### src/rtl/if_fetch.sv
// rtl/if_fetch.sv - instruction fetch: PC, pipelined memory requests, in-order instruction queue
// Optional FETCH_ALIGN_CHECK_EN: misaligned redirect enqueues an exception entry and halts fetch.
module if_fetch #(
  parameter logic [31:0] RESET_PC        = 32'h0000_0000,
  parameter int          DEPTH           = 4,
  parameter int          MAX_OUTSTANDING = 2
) (
  input  logic        clk,
  input  logic        rst,
  output logic        mem_req_o,
  output logic [31:0] mem_addr_o,
  input  logic        mem_gnt_i,
  input  logic        mem_rvalid_i,
  input  logic [31:0] mem_rdata_i,
  input  logic        redirect_i,
  input  logic [31:0] redirect_pc_i,
  output logic        valid_o,
  input  logic        ready_i,
  output logic [31:0] pc_o,
  output logic [31:0] inst_o,
  output logic        excp_o
);

  localparam int AW  = (DEPTH > 1) ? $clog2(DEPTH) : 1;
  localparam int CW  = AW + 1;
  localparam int CW1 = CW + 1;
  localparam int PW  = (MAX_OUTSTANDING > 1) ? $clog2(MAX_OUTSTANDING) : 1;
  localparam logic [PW-1:0] PF_LAST = PW'(MAX_OUTSTANDING - 1);
  localparam logic [CW:0]   DEPTH_W = CW1'(DEPTH);
  localparam logic [CW-1:0] MAXO_W  = CW'(MAX_OUTSTANDING);

  logic [31:0]   fetch_pc_q, fetch_pc_d;
  logic [AW-1:0] rd_ptr_q, rd_ptr_d, wr_ptr_q, wr_ptr_d;
  logic [CW-1:0] count_q, count_d, outst_q, outst_d, discard_q, discard_d;
  logic [PW-1:0] pf_rd_q, pf_rd_d, pf_wr_q, pf_wr_d;

  logic [31:0] pf_pc  [MAX_OUTSTANDING];
  logic [31:0] q_pc   [DEPTH];
  logic [31:0] q_inst [DEPTH];

  logic          gnt, drop, push, pop, halted;
  logic          q_we;
  logic [AW-1:0] q_widx;
  logic [31:0]   q_wpc, q_winst;

`ifdef FETCH_ALIGN_CHECK_EN
  logic halted_q, halted_d;
  logic q_wexcp;
  logic q_excp [DEPTH];
  assign halted = halted_q;
  assign excp_o = valid_o && q_excp[rd_ptr_q];
`else
  logic unused_pc_lo;
  assign unused_pc_lo = ^redirect_pc_i[1:0];
  assign halted = 1'b0;
  assign excp_o = 1'b0;
`endif

  // Credit check counts in-flight requests so a returning response always has a slot.
  assign mem_req_o  = rst && !redirect_i && !halted &&
                      (({1'b0, count_q} + {1'b0, outst_q}) < DEPTH_W) && (outst_q < MAXO_W);
  assign mem_addr_o = fetch_pc_q;
  assign gnt        = mem_req_o && mem_gnt_i;
  assign drop       = discard_q != '0;
  assign push       = mem_rvalid_i && !drop && !redirect_i;
  assign valid_o    = count_q != '0;
  assign pop        = valid_o && ready_i && !redirect_i;
  assign pc_o       = valid_o ? q_pc[rd_ptr_q] : 32'h0;
  assign inst_o     = valid_o ? q_inst[rd_ptr_q] : 32'h0;

  always_comb begin
    fetch_pc_d = gnt ? fetch_pc_q + 32'd4 : fetch_pc_q;
    outst_d    = outst_q + CW'(gnt) - CW'(mem_rvalid_i);
    discard_d  = discard_q - CW'(mem_rvalid_i && drop);
    count_d    = count_q + CW'(push) - CW'(pop);
    wr_ptr_d   = wr_ptr_q + AW'(push);
    rd_ptr_d   = rd_ptr_q + AW'(pop);
    pf_wr_d    = gnt ? ((pf_wr_q == PF_LAST) ? '0 : pf_wr_q + 1'b1) : pf_wr_q;
    pf_rd_d    = (mem_rvalid_i && !drop) ? ((pf_rd_q == PF_LAST) ? '0 : pf_rd_q + 1'b1) : pf_rd_q;
    q_we       = push;
    q_widx     = wr_ptr_q;
    q_wpc      = pf_pc[pf_rd_q];
    q_winst    = mem_rdata_i;
`ifdef FETCH_ALIGN_CHECK_EN
    q_wexcp    = 1'b0;
    halted_d   = halted_q;
`endif
    if (redirect_i) begin
      // Everything still in flight after this cycle's response must be dropped on return.
      fetch_pc_d = {redirect_pc_i[31:2], 2'b00};
      discard_d  = outst_d;
      count_d    = '0;
      rd_ptr_d   = '0;
      wr_ptr_d   = '0;
      pf_rd_d    = '0;
      pf_wr_d    = '0;
      q_we       = 1'b0;
`ifdef FETCH_ALIGN_CHECK_EN
      halted_d   = 1'b0;
      if (redirect_pc_i[1:0] != 2'b00) begin
        fetch_pc_d = redirect_pc_i;
        q_we       = 1'b1;
        q_widx     = '0;
        q_wpc      = redirect_pc_i;
        q_winst    = 32'h0;
        q_wexcp    = 1'b1;
        wr_ptr_d   = AW'(1);
        count_d    = CW'(1);
        halted_d   = 1'b1;
      end
`endif
    end
  end

  always_ff @(posedge clk or negedge rst) begin
    if (!rst) begin
      fetch_pc_q <= RESET_PC;
      rd_ptr_q   <= '0;
      wr_ptr_q   <= '0;
      count_q    <= '0;
      outst_q    <= '0;
      discard_q  <= '0;
      pf_rd_q    <= '0;
      pf_wr_q    <= '0;
`ifdef FETCH_ALIGN_CHECK_EN
      halted_q   <= 1'b0;
`endif
    end else begin
      fetch_pc_q <= fetch_pc_d;
      rd_ptr_q   <= rd_ptr_d;
      wr_ptr_q   <= wr_ptr_d;
      count_q    <= count_d;
      outst_q    <= outst_d;
      discard_q  <= discard_d;
      pf_rd_q    <= pf_rd_d;
      pf_wr_q    <= pf_wr_d;
`ifdef FETCH_ALIGN_CHECK_EN
      halted_q   <= halted_d;
`endif
    end
  end

  always_ff @(posedge clk) begin
    if (gnt) pf_pc[pf_wr_q] <= fetch_pc_q;
    if (q_we) begin
      q_pc[q_widx]   <= q_wpc;
      q_inst[q_widx] <= q_winst;
`ifdef FETCH_ALIGN_CHECK_EN
      q_excp[q_widx] <= q_wexcp;
`endif
    end
  end

endmodule

### config.mk
export PLATFORM = sky130hd
export DESIGN_NAME = if_fetch
export DESIGN_NICKNAME = d
export VERILOG_FILES = /design/src/rtl/if_fetch.sv
export SDC_FILE = /design/constraint.sdc
export NUM_CORES = 1
export LEC_CHECK = 0
export ABC_CLOCK_PERIOD_IN_PS = 13700
export BUFFER_PORTS_ARGS = -buffer_cell sky130_fd_sc_hd__buf_2
export CAP_MARGIN = 20
export CORE_MARGIN = 4
export CORE_UTILIZATION = 45
export CTS_BUF_LIST = sky130_fd_sc_hd__clkbuf_8
export DETAILED_ROUTE_END_ITERATION = 7
export GPL_TIMING_DRIVEN = 0
export HOLD_SLACK_MARGIN = 0.03
export MAX_ROUTING_LAYER = met4
export PLACE_DENSITY = 0.69
export SLEW_MARGIN = 10
export SYNTH_ARGS = -nofsm -noshare
export SYNTH_HDL_FRONTEND = slang
export SYNTH_SLANG_ARGS = --single-unit
### constraint.sdc
create_clock -name clk -period 13.7 [get_ports clk]
set_input_delay 0.685 -clock clk [delete_from_list [all_inputs] [get_ports clk]]
set_output_delay 0.685 -clock clk [all_outputs]
set_load 0.005 [all_outputs]
==> run_results.csv, run 1 <==
group,metric,value,unit
final_layout,fill_cells,2501,
pwr,power_switching,710.8,uW
worst_setup_path,end_kind,"output pin",
worst_setup_path,r2r_slack,10.56,ns
yosys,syn_inst,780,
run,max_cap_violations,0,
final_layout,area_growth_syn_to_layout,19.46,%
worst_setup_path,start_kind,"register",
clocking,clkTransAtPathRegs,0.06,ns
die,ios,169,
clocking,cts_max_level,2,
yosys,synthArstFlopShare,12.75,%
die,initial_utilization,45.97,%
yosys,synth_top_area_share,65.43,%
placement,gp_congestion,0.8931,
global_route,grt_pass1_wl,45900,um
worst_setup_path,cp.arrival,2.89,ns
worst_setup_path,worstRegToRegCells,14,
placement,io_buffers,161,
final_layout,nets,1105,
global_route,overflow,0,
final_layout,antenna_cells,0,
global_route,track_usage,17.93,%
global_route,antenna_found_initial,0,
pwr,power_frac_clock,32.7,%
placement,hpwl,19860,um
clocking,post_cts_buffers,0,
yosys,synth.area.top_cells,"edfxtp_1 (65%), mux4_2 (9.9%), dfrtp_1 (8.0%)",
final_layout,layout-drive-gt1-share,35.31,%
die,die-area,34310,sq um
worst_setup_path,crit_required,13.02,ns
route,dr_total_vias,7795,
yosys,netlist_area,14130,sq um
pwr,p_seq_share,48.0,%
worst_setup_path,crit_type,"register to output pin",
timing,fin_crit_sh,26.12,%
pwr,vdd_drop_max,134.9,uV
route,ant_nets,0,
timing,rsz0062_at_grt,"false",
yosys,synth-seq-cells,353,
route,dr.pass1.iters,5,
run_status,status,"completed",
route,route.detailed.drc,0,
clocking,cts_root_buffer,"clkbuf_8",
timing,skew,0.02267,ns
yosys,synthFlopType,"edfxtp_1",
pwr,p_int,1.927,mW
yosys,synth_commonest_cells,"edfxtp_1 (308), nor2b_1 (68), mux4_2 (62)",
route,drtIter0Drc,441,
die,core_area,30750,sq um
pwr,comb_power_share,19.3,%
worst_setup_path,cp_max_fo,10,
die,die_y,185.2,um
timing,max_freq,279.5,MHz
yosys,yosysTopAreaCell,"edfxtp_1",
timing,slew_viol_final,0,
clocking,cts.path.max_buffers,3,
yosys,synth-edff-count,308,
yosys,avgSynthCellArea,18.12,sq um
yosys,ys_warn_count,0,
worst_setup_path,reg2reg_to,"discard_q[2]$_DFF_PN0_",
worst_hold_path,hold_class,"primary input to register",
yosys,synth.yosys.seq_area_share,73.40,%
yosys,synth.most_common_cell,"edfxtp_1",
global_route,grt_pass1_vias,8074,
route,via_per_inst,5.335,
timing,fin_crit,3.578,ns
die,rows,64,
die,die_x,185.2,um
route,drt_wl_total,30120,um
clocking,worst_skew_pair.late_latency,0.57,ns
global_route,grt_max_degree,47,
timing,finalSetupTns,0,ns
worst_hold_path,worstHoldEndpoint,"mem_addr_o[4]$_DFFE_PN0N_",
worst_hold_path,hp-start,"redirect_pc_i[4]",
pwr,swShare,26.94,%
yosys,synth_cell_types,46,
clocking,cts-buffers-inserted,56,
timing,hold_viol,0,
timing,relSlewSlack,45.90,%
clocking,cts_sinks,353,
pwr,p_leak,6.120,nW
clocking,cts_tree,"built",
worst_hold_path,min_path_cells,3,
timing,tightest_slew,0.8114,ns
pwr,power.total,2.638,mW
pwr,power_density,156.2,nW/um^2
timing,final-setup-viol-count,0,
route,post_drt_wl_per_cell,20.62,um
worst_setup_path,timing.rr.start,"count_q[2]$_DFF_PN0_",
[per-stage QoR]
stage | setup slack (ns) | cell area [sq um] | cells | hold slack, ns | utilization, %
6_report | 10.12 | 16880 | 1461 | 0.3273 | 54.91
5_1_grt | 9.906 | 16880 | 1461 | 0.2934 | 54.91
4_1_cts | 10.02 | 16850 | 1459 | 0.2877 | 54.81
3_5_place_dp | 9.805 | 15750 | 1357 | 0.5348 | 51.23
3_3_place_gp | 3.895 | 15450 | 1341 | 0.5321 | 50.25
2_1_floorplan | 8.037 | 14150 | 784 | 0.3894 | -
[worst max path at each step]
stage | startpoint | end | slack [ns]
after floorplan | redirect_i | q_inst[0][0]$_DFFE_PP_ | 8.04
after global placement | redirect_i | q_inst[0][5]$_DFFE_PP_ | 3.90
after detailed placement | rst | discard_q[2]$_DFF_PN0_ | 9.81
after CTS | rd_ptr_q[0]$_DFF_PN0_ | pc_o[12] | 10.02
after global routing | rd_ptr_q[0]$_DFF_PN0_ | pc_o[13] | 9.91
final | rd_ptr_q[0]$_DFF_PN0_ | pc_o[12] | 10.12
[cell type report]
class / count / area, sq um / share of cell area (%)
sequential: 353 / 10380 / 61.45
buffer: 43 / 198.9 / 1.178
clock inverter: 40 / 247.7 / 1.467
multi-input combinational: 370 / 3547 / 21.01
timing repair buffer: 179 / 1100 / 6.514
inverter: 18 / 67.56 / 0.4001
tap: 396 / 495.5 / 2.934
clock buffer: 62 / 853.3 / 5.054
[cells by family after synthesis]
group | synth area share, %
DFF | 73.40
muxes | 12.49
xor gates and xnor gates | 0.8675
adders and majority gates | 1.345
buffers and inverters | 1.885
other | 0.02653
AOI/OAI and AO/OA | 2.470
and+or+nand+nor | 7.515
[registers in the layout, indices dropped and copies added (netlist names)]
register	flops
q_inst	128
pf_pc	60
discard_q	3
rd_ptr_q	2
pf_wr_q	1
q_widx	2
count_q	3
q_pc	120
pf_rd_q	1
outst_q	3
mem_addr_o	30
[timing repair]
action / 4_1_cts / 5_1_grt
hold endpoints to repair: 0 / 9
hold buffers: 0 / 1
gates resized for setup: 0 / 0
[per-layer routing]
metal | vias up | wire length, um | track usage, % | share of wire [%]
li1 | 3537 | - | - | -
met1 | 3920 | 12810 | 23.94 | 43
met2 | 284 | 14650 | 28.86 | 49
met3 | 54 | 2105 | 3.397 | 7.0
met4 | 0 | 554 | 4.433 | 1.8
met5 | - | 0 | - | 0
[layout by cell type (no fill, tap or decap), types with 8 or more instances in the layout]
cell type / netlist / layout
clkbuf_8: 0 / 62
mux2_2: 31 / 31
clkinv_2: 0 / 8
edfxtp_1: 308 / 308
inv_1: 17 / 37
mux4_2: 62 / 62
nor2_1: 17 / 14
o21ai_1: 16 / 16
nor2b_1: 68 / 68
buf_4: 6 / 10
nand2_1: 35 / 35
buf_2: 12 / 173
ha_1: 12 / 12
nand4_1: 13 / 13
clkbuf_1: 21 / 21
nand3_1: 23 / 23
xor2_1: 8 / 8
dfrtp_1: 45 / 45
[worst max-delay path, stage by stage, from the launching register on]
cell	delay (ns)
dfrtp_1	0.35
clkbuf_1	0.60
buf_2	0.49
mux4_2	0.59
nor2b_1	0.15
buf_2	0.14
[power by group through the flow]
stage / clock network [mW] / logic (mW) / registers, mW
floorplan: 0 / 0.288 / 1.28
detailed placement: 0 / 0.521 / 1.29
finish: 0.864 / 0.508 / 1.27
CTS: 0.886 / 0.523 / 1.27
global placement: 0 / 0.501 / 1.29
global route: 0.939 / 0.567 / 1.27
Note: power is estimated with default switching activity, not from simulation.
==> run 2: changes to the inputs <==
Settings changed: ABC_CLOCK_PERIOD_IN_PS 13700 to 3380.
Clock period 13.7 ns to 3.38 ns, I/O delays scaled along.
==> run_results.csv, run 2 (synthesized netlist as in run 1, its figures left out) <==
group,metric,value,unit
timing,skew,0.03244,ns
clocking,clkTransAtPathRegs,0.06,ns
final_layout,layout_commonest_cell,"edfxtp_1",
final_layout,multi_input_area,3553,sq um
timing,fin_crit,3.178,ns
timing,relSlewSlack,34.95,%
route,via_per_inst,5.319,
final_layout,final-seq-area,10380,sq um
worst_setup_path,worstRegToRegCells,14,
die,die-area,34310,sq um
run_status,status,"completed",
worst_setup_path,timing.rr.start,"count_q[2]$_DFF_PN0_",
timing,fin_crit_sh,94.02,%
timing,slew_viol_final,0,
pwr,power_density,608.9,nW/um^2
global_route,grt_pass1_vias,8552,
worst_setup_path,r2r_slack,0.20,ns
clocking,cts-buffers-inserted,56,
route,ant_nets,0,
die,die_x,185.2,um
global_route,antenna_found_initial,0,
worst_setup_path,reg2reg_to,"discard_q[2]$_DFF_PN0_",
clocking,cts_max_level,2,
route,dr_total_vias,8085,
clocking,worst_skew_pair.late_latency,0.59,ns
timing,max_freq,314.7,MHz
timing,final-setup-viol-count,0,
placement,io_buffers,161,
route,drtIter0Drc,680,
pwr,comb_power_share,20.1,%
worst_hold_path,hold_class,"primary input to async pin",
timing,tightest_slew,0.9726,ns
placement,place_ws,0.003085,ns
timing,worst_slack,0.2022,ns
route,drt_wl_total,31250,um
pwr,p_int,7.742,mW
worst_setup_path,cp_max_fo,10,
clocking,post_cts_buffers,0,
pwr,power_frac_clock,31.7,%
final_layout,layout_common_cells,"edfxtp_1 (308), buf_2 (173), nor2b_1 (68)",
global_route,overflow,0,
run,max_cap_violations,0,
worst_setup_path,end_kind,"register",
global_route,grt_pass1_wl,48810,um
worst_setup_path,crit_type,"register to register",
timing,rsz0062_at_grt,"false",
pwr,p_leak,6.335,nW
worst_setup_path,crit_required,3.88,ns
die,core_area,30750,sq um
clocking,cts_sinks,353,
final_layout,top_register,"q_inst",
die,ios,169,
die,die_y,185.2,um
route,dr.pass1.iters,5,
placement,gp_congestion,0.8975,
die,initial_utilization,45.97,%
pwr,swShare,27.30,%
pwr,power_switching,2.908,mW
final_layout,layout-drive-gt1-share,33.10,%
die,rows,64,
final_layout,area_growth_syn_to_layout,23.73,%
route,post_drt_wl_per_cell,20.56,um
clocking,cts.path.max_buffers,3,
placement,hpwl,20040,um
global_route,grt_max_degree,47,
final_layout,antenna_cells,0,
timing,worst_hold_slack,0.07952,ns
pwr,vdd_drop_max,340.1,uV
final_layout,top_regs,"q_inst x128, q_pc x120, pf_pc x60",
clocking,cts_tree,"built",
clocking,cts_resized,0,
worst_setup_path,start_kind,"register",
final_layout,fill_cells,2404,
worst_setup_path,cp.arrival,3.68,ns
clocking,cts_root_buffer,"clkbuf_8",
timing,hold_viol,0,
global_route,track_usage,18.94,%
pwr,p_seq_share,48.2,%
final_layout,largest_register_ffs,128,
route,route.detailed.drc,0,
final_layout,nets,1165,
run 2: how the worst max path moves through the flow:
stage | startpoint | to | slack [ns] | depth (start not counted)
global placement | discard_q[1]$_DFF_PN0_ | q_inst[0][6]$_DFFE_PP_ | -2.54 | 3
global route | count_q[2]$_DFF_PN0_ | discard_q[2]$_DFF_PN0_ | 0.05 | 14
floorplan | discard_q[1]$_DFF_PN0_ | q_inst[0][0]$_DFFE_PP_ | -0.31 | 3
detailed placement | rst | discard_q[2]$_DFF_PN0_ | 0.003 | 14
CTS | rst | discard_q[2]$_DFF_PN0_ | 0.08 | 15
finish | count_q[2]$_DFF_PN0_ | discard_q[2]$_DFF_PN0_ | 0.20 | 14
run 2: area by class of cell:
class | instances | area share, %
Sequential cell | 353 | 59.32
Multi-Input combinational cell | 370 | 20.32
Buffer | 43 | 1.138
Clock buffer | 63 | 4.958
Clock inverter | 38 | 1.080
Timing Repair Buffer | 239 | 9.966
Inverter | 18 | 0.3863
Tap cell | 396 | 2.833
run 2: power by group through the flow:
stage / Clock (mW) / Sequential [mW] / Combinational [mW]
2_1_floorplan: 0 / 5.17 / 1.17
3_3_place_gp: 0 / 5.22 / 2.04
3_5_place_dp: 0 / 5.22 / 2.12
4_1_cts: 3.48 / 5.13 / 2.20
5_1_grt: 3.71 / 5.16 / 2.39
6_report: 3.37 / 5.14 / 2.14
run 2: worst max-delay path, cell delays in order (launching register included):
cell	delay, ns
dfrtp_1	0.42
ha_1	0.33
nor4b_2	0.29
and4_1	0.23
buf_4	0.18
inv_2	0.08
buf_2	0.23
ha_1	0.30
inv_1	0.06
ha_1	0.13
inv_1	0.05
fa_1	0.37
xor2_1	0.24
nand2_1	0.08
o21ai_0	0.10
run 2: layer usage:
metal / vias up / routed length, um / GRT usage [%]
met5: - / 0 / -
met4: 0 / 673 / 5.725
met3: 69 / 1984 / 3.476
met2: 285 / 15200 / 29.58
met1: 4071 / 13400 / 25.73
li1: 3660 / - / -
run 2: what timing repair did:
item / in CTS / in global routing
hold buffers: 65 / 0
hold endpoints to repair: 204 / 0
setup endpoints to repair: 0 / 0
run 2: per-stage QoR:
step / power [mW] / setup TNS [ns] / cells / cell area (sq um) / utilization [%]
2_1_floorplan: 6.340 / -19.22 / 784 / 14160 / -
3_5_place_dp: 7.340 / 0 / 1353 / 15760 / 51.26
4_1_cts: 10.81 / 0 / 1519 / 17470 / 56.81
3_3_place_gp: 7.255 / -387.25 / 1341 / 15460 / 50.28
5_1_grt: 11.26 / 0 / 1520 / 17490 / 56.88
6_report: 10.65 / 0 / 1520 / 17490 / 56.88
